`config.mk`:
```
export PLATFORM = sky130hd
export DESIGN_NAME = stream_framer
export DESIGN_NICKNAME = d
export VERILOG_FILES = /design/src/rtl/stream_framer.sv
export SDC_FILE = /design/constraint.sdc
export NUM_CORES = 1
export LEC_CHECK = 0
export BUFFER_PORTS_ARGS = -buffer_cell sky130_fd_sc_hd__buf_2
export CAP_MARGIN = 30
export CORE_MARGIN = 3
export CORE_UTILIZATION = 57
export CTS_CLUSTER_DIAMETER = 200
export DETAILED_ROUTE_END_ITERATION = 7
export PLACE_DENSITY = 0.87
export SETUP_SLACK_MARGIN = 0.4
export SKIP_CTS_REPAIR_TIMING = 1
export SKIP_LAST_GASP = 1
export SYNTH_ARGS = -nofsm -noshare
export SYNTH_HDL_FRONTEND = slang
export SYNTH_SLANG_ARGS = --single-unit
```
`constraint.sdc`:
```
create_clock -name clk -period 6.1 [get_ports clk]
set_clock_uncertainty 0.05 [all_clocks]
set_input_delay 1.22 -clock clk [delete_from_list [all_inputs] [get_ports clk]]
set_output_delay 1.22 -clock clk [all_outputs]
set_load 0.01 [all_outputs]
```
`src/rtl/stream_framer.sv`:
```
// stream_framer: cuts a continuous sample stream into packets of spp samples.
// Ports: clk, reset_n, clear, spp, timeout, i_t* (input stream),
//   o_t* (packetized output), pkt_count, flush_count.
module stream_framer #(
    parameter int WIDTH    = 16,
    parameter int SPP_LOG2 = 10
) (
    input  logic                clk,
    input  logic                reset_n,
    input  logic                clear,
    input  logic [SPP_LOG2-1:0] spp,
    input  logic [15:0]         timeout,
    input  logic [WIDTH-1:0]    i_tdata,
    input  logic                i_tvalid,
    output logic                i_tready,
    output logic [WIDTH-1:0]    o_tdata,
    output logic                o_tlast,
    output logic                o_tvalid,
    input  logic                o_tready,
    output logic [31:0]         pkt_count,
    output logic [15:0]         flush_count
);

    logic [WIDTH-1:0]    h_data_q, h_data_d;
    logic                h_last_q, h_last_d;
    logic                h_valid_q, h_valid_d;
    logic [WIDTH-1:0]    o_data_q, o_data_d;
    logic                o_last_q, o_last_d;
    logic                o_valid_q, o_valid_d;
    logic [SPP_LOG2-1:0] cnt_q, cnt_d;
    logic [SPP_LOG2-1:0] spp_lat_q, spp_lat_d;
    logic [15:0]         idle_q, idle_d;
    logic [31:0]         pkt_q, pkt_d;
    logic [15:0]         flush_q, flush_d;

    logic                o_free;
    logic                fire_raw;
    logic                fire;
    logic                release_h;
    logic                accept;
    logic                new_last;
    logic [SPP_LOG2-1:0] spp_new;
    logic [SPP_LOG2-1:0] spp_cur;

    assign o_free   = !o_valid_q || o_tready;

    // Timeout candidate, independent of accept so that the ready path
    // has no combinational loop; an accept in the same cycle cancels it.
    assign fire_raw = (timeout != 16'd0) && h_valid_q && !h_last_q &&
                      (idle_q == timeout - 16'd1);

    // When i_tvalid is high and O is free, the input is guaranteed to be
    // accepted, so i_tvalid stands in for "accept" in the release term.
    assign release_h = h_valid_q && o_free &&
                       (h_last_q || i_tvalid || fire_raw);

    assign i_tready = reset_n && (!h_valid_q || release_h);
    assign accept   = i_tvalid && i_tready;
    assign fire     = fire_raw && !accept;

    // spp of 0 behaves as 1; a new packet uses the live spp value.
    assign spp_new  = (spp == '0) ? SPP_LOG2'(1) : spp;
    assign spp_cur  = (cnt_q == '0) ? spp_new : spp_lat_q;
    assign new_last = (cnt_q == spp_cur - SPP_LOG2'(1));

    always_comb begin
        h_data_d  = h_data_q;
        h_last_d  = h_last_q;
        h_valid_d = h_valid_q;
        o_data_d  = o_data_q;
        o_last_d  = o_last_q;
        o_valid_d = o_valid_q;
        cnt_d     = cnt_q;
        spp_lat_d = spp_lat_q;
        idle_d    = idle_q;
        pkt_d     = pkt_q;
        flush_d   = flush_q;

        if (release_h) begin
            o_data_d  = h_data_q;
            o_last_d  = h_last_q || fire;
            o_valid_d = 1'b1;
        end else if (o_valid_q && o_tready) begin
            o_valid_d = 1'b0;
        end

        if (accept) begin
            h_data_d  = i_tdata;
            h_last_d  = new_last;
            h_valid_d = 1'b1;
        end else if (release_h) begin
            h_valid_d = 1'b0;
            h_last_d  = 1'b0;
        end else if (fire) begin
            // O blocked: mark the held sample as the packet end.
            h_last_d  = 1'b1;
        end

        if (accept) begin
            cnt_d = new_last ? '0 : cnt_q + SPP_LOG2'(1);
            if (cnt_q == '0) begin
                spp_lat_d = spp_new;
            end
        end else if (fire) begin
            cnt_d = '0;
        end

        if (h_valid_q && !h_last_q && !accept && !fire) begin
            idle_d = idle_q + 16'd1;
        end else begin
            idle_d = 16'd0;
        end

        if (o_valid_q && o_tready && o_last_q) begin
            pkt_d = pkt_q + 32'd1;
        end

        if (fire && flush_q != 16'hFFFF) begin
            flush_d = flush_q + 16'd1;
        end
    end

    always_ff @(posedge clk or negedge reset_n) begin
        if (!reset_n) begin
            h_data_q  <= '0;
            h_last_q  <= 1'b0;
            h_valid_q <= 1'b0;
            o_data_q  <= '0;
            o_last_q  <= 1'b0;
            o_valid_q <= 1'b0;
            cnt_q     <= '0;
            spp_lat_q <= SPP_LOG2'(1);
            idle_q    <= 16'd0;
            pkt_q     <= 32'd0;
            flush_q   <= 16'd0;
        end else if (clear) begin
            h_data_q  <= '0;
            h_last_q  <= 1'b0;
            h_valid_q <= 1'b0;
            o_data_q  <= '0;
            o_last_q  <= 1'b0;
            o_valid_q <= 1'b0;
            cnt_q     <= '0;
            spp_lat_q <= SPP_LOG2'(1);
            idle_q    <= 16'd0;
            pkt_q     <= 32'd0;
            flush_q   <= 16'd0;
        end else begin
            h_data_q  <= h_data_d;
            h_last_q  <= h_last_d;
            h_valid_q <= h_valid_d;
            o_data_q  <= o_data_d;
            o_last_q  <= o_last_d;
            o_valid_q <= o_valid_d;
            cnt_q     <= cnt_d;
            spp_lat_q <= spp_lat_d;
            idle_q    <= idle_d;
            pkt_q     <= pkt_d;
            flush_q   <= flush_d;
        end
    end

    assign o_tdata     = o_data_q;
    assign o_tlast     = o_last_q;
    assign o_tvalid    = o_valid_q;
    assign pkt_count   = pkt_q;
    assign flush_count = flush_q;

endmodule

```
==> results.json <==
{
  "yosys-top-cells-count": "dfrtp_1 (119), nor2_1 (94), nand2_1 (83), a21oi_1 (47), xor2_1 (41)",
  "area_growth_pct": 19.8,
  "initial_core_util": 0.586,
  "ys.flop_type": "dfrtp_1",
  "synth-seq-area-share": 0.447,
  "synth.most_common_cell": "dfrtp_1",
  "antenna_found_initial": 0,
  "status": "complete, no violations",
  "place_area_um2": 7420,
  "yosysWarnings": 0,
  "gr-usage-met1": 0.341,
  "finalSetupViolCount": 0,
  "worst_skew_pair.late_latency_ps": 420,
  "p_per_area_nw_per_um2": 253,
  "die-area_um2": 13100,
  "clk_pin_slew_worst_paths_ps": 50,
  "gp_congestion": 0.866,
  "cp-start-kind": "input port",
  "crit_fanout": 7,
  "maxCapViolCount": 0,
  "use_met3": 0.0682,
  "yosys.area.top_type": "dfrtp_1",
  "met2_usage": 0.402,
  "synth_edf_count": 0,
  "synth_top_area_frac": 0.443,
  "leakage_uw": 0.00383,
  "cp-end-kind": "primary output",
  "fin_crit_ps": 5350,
  "ys_top_cells_by_area": "dfrtp_1 (44%), xor2_1 (5.3%), nor2_1 (5.3%), nand2_1 (4.6%), xnor2_1 (4.2%)",
  "hold_violations": 0,
  "multi_input_area_um2": 3530,
  "nets": 902,
  "hold_depth": 2,
  "via_per_inst": 5.82,
  "routed_wl_mm": 15.9,
  "finalCoreUtilization": 0.701,
  "report.final.slew_viol_count": 0,
  "fin_tns_setup_ps": 0,
  "ir_drop_mv": 0.220,
  "route.detailed.drc": 0,
  "die_y_um": 115,
  "crit_type": "in -> out",
  "synthCells": 737,
  "arrival_ps": 4080,
  "n_fill_cell": 877,
  "numCtsBuffers": 17,
  "clock_sinks": 120,
  "dr_total_vias": 5828,
  "synth_seq_cells": 120,
  "wl_per_cell_um": 15.9,
  "overflow": 0,
  "num_rows": 39,
  "ant_nets": 0,
  "syn-num-nets": 792,
  "root_buffer": "clkbuf_16",
  "relSlewSlack": 0.404,
  "rsz0062_at_grt": "no",
  "tightest_slew_ps": 894,
  "final_cell_area_um2": 8040,
  "grt_pass1_vias": 5548,
  "fin_crit_sh": 0.878,
  "seq_area_um2": 3000,
  "grt_busiest_layer": "met2",
  "ys_async_sr_fraction": 1.00,
  "antenna_cells": 0,
  "worstPathRequired_ps": 4830,
  "grt_max_degree": 74,
  "grt_usage": 0.253,
  "first_pass_iters": 5,
  "syn_area_um2": 6720,
  "first_iter_violations": 435,
  "avgSynthCellArea_um2": 9.11,
  "cts.path.max_buffers": 2,
  "die_w_um": 115,
  "cts_max_level": 4,
  "port_buffers": 113,
  "hold_class": "reg -> reg",
  "grt_pass1_wl_mm": 26.6,
  "pin_count": 114,
  "ys_types": 61,
  "fmax_mhz": 187,
  "dp_hpwl_mm": 10.8,
  "cts_tree": "done",
  "drive_above_1_share": 0.201,
  "core_region_area_um2": 11500,
  "reg2regPathDepth": 16
}
## final cells by class
type	count	area share
multi-input combinational	567	0.439
sequential	120	0.373
timing repair buffer	123	0.0796
clock buffer	23	0.0594
tap	143	0.0222
clock inverter	8	0.0179
inverter	18	0.00840
## state kept, by name, indices dropped and copies added (netlist names), 10 cells and up
| name | count |
|---|---|
| flush_count | 16 |
| pkt_count | 32 |
| o_tdata | 16 |
| cnt_q | 10 |
| idle_q | 16 |
| h_data_q | 16 |
| spp_lat_q | 10 |
## logic make-up after synthesis
logic type	Yosys count	share of synthesized area
AOI/OAI and AO/OA	117	0.114
xor gates and xnor gates	73	0.0952
adders and majority gates	8	0.0149
buffers and inverters	50	0.0300
DFF	120	0.447
muxes	32	0.0486
and+or+nand+nor	337	0.250
## placed cells by master (no fill, tap or decap), types with 12 or more instances in the layout
cell type,n
a21oi_1,47
nand2_1,83
xor2_1,41
buf_2,113
o21ai_0,17
inv_1,18
nand3_1,37
clkbuf_16,17
and3_1,22
dfrtp_1,119
mux2i_1,27
nor3_1,12
xnor2_1,32
or3_1,17
nor2_1,94
nand4_1,12
## report_power, final
group / switching (uW) / internal [uW] / total, uW
combinational: 104 / 60.9 / 164
clock: 346 / 712 / 1060
sequential: 8.88 / 808 / 817
total: 458 / 1580 / 2040
## per-stage QoR
stage	hold WS, ps	setup WS, ps	total power, uW	instances
finish	469	747	2040	1002
global route	495	542	2110	1002
CTS	469	597	2050	1002
detailed placement	461	607	992	971
global placement	443	686	989	970
floorplan	414	971	926	737
## metal layers
metal,vias to the layer above,part of all wire
li1,2815,-
met1,2793,0.44
met2,191,0.47
met3,29,0.063
met4,0,0.019
met5,-,0
## critical path, stage by stage
cell and delay [ps]:
buf_2 130, inv_1 80, ha_1 290, or3b_2 520, nor4_2 440, o21ai_0 140
a31o_2 270, a2111oi_4 400, nor3_1 80, o21ai_0 200, and2_1 160, buf_2 130
## worst paths after layout
check / startpoint / endpoint / slack (ps)
setup / recovery: timeout[0] / i_tready / 750
hold / removal: o_tdata[2]$_DFFE_PN0P_ / o_tdata[2]$_DFFE_PN0P_ / 470
setup reg to reg: cnt_q[0]$_DFFE_PN0P_ / cnt_q[0]$_DFFE_PN0P_ / 1250
hold reg to reg: o_tdata[2]$_DFFE_PN0P_ / o_tdata[2]$_DFFE_PN0P_ / 470
max in group asynchronous: reset_n / idle_q[4]$_DFF_PN0_ / 3850
min in group asynchronous: reset_n / h_last_q$_DFFE_PN0P_ / 800
No activity file was read; power rests on OpenSTA's default activity.
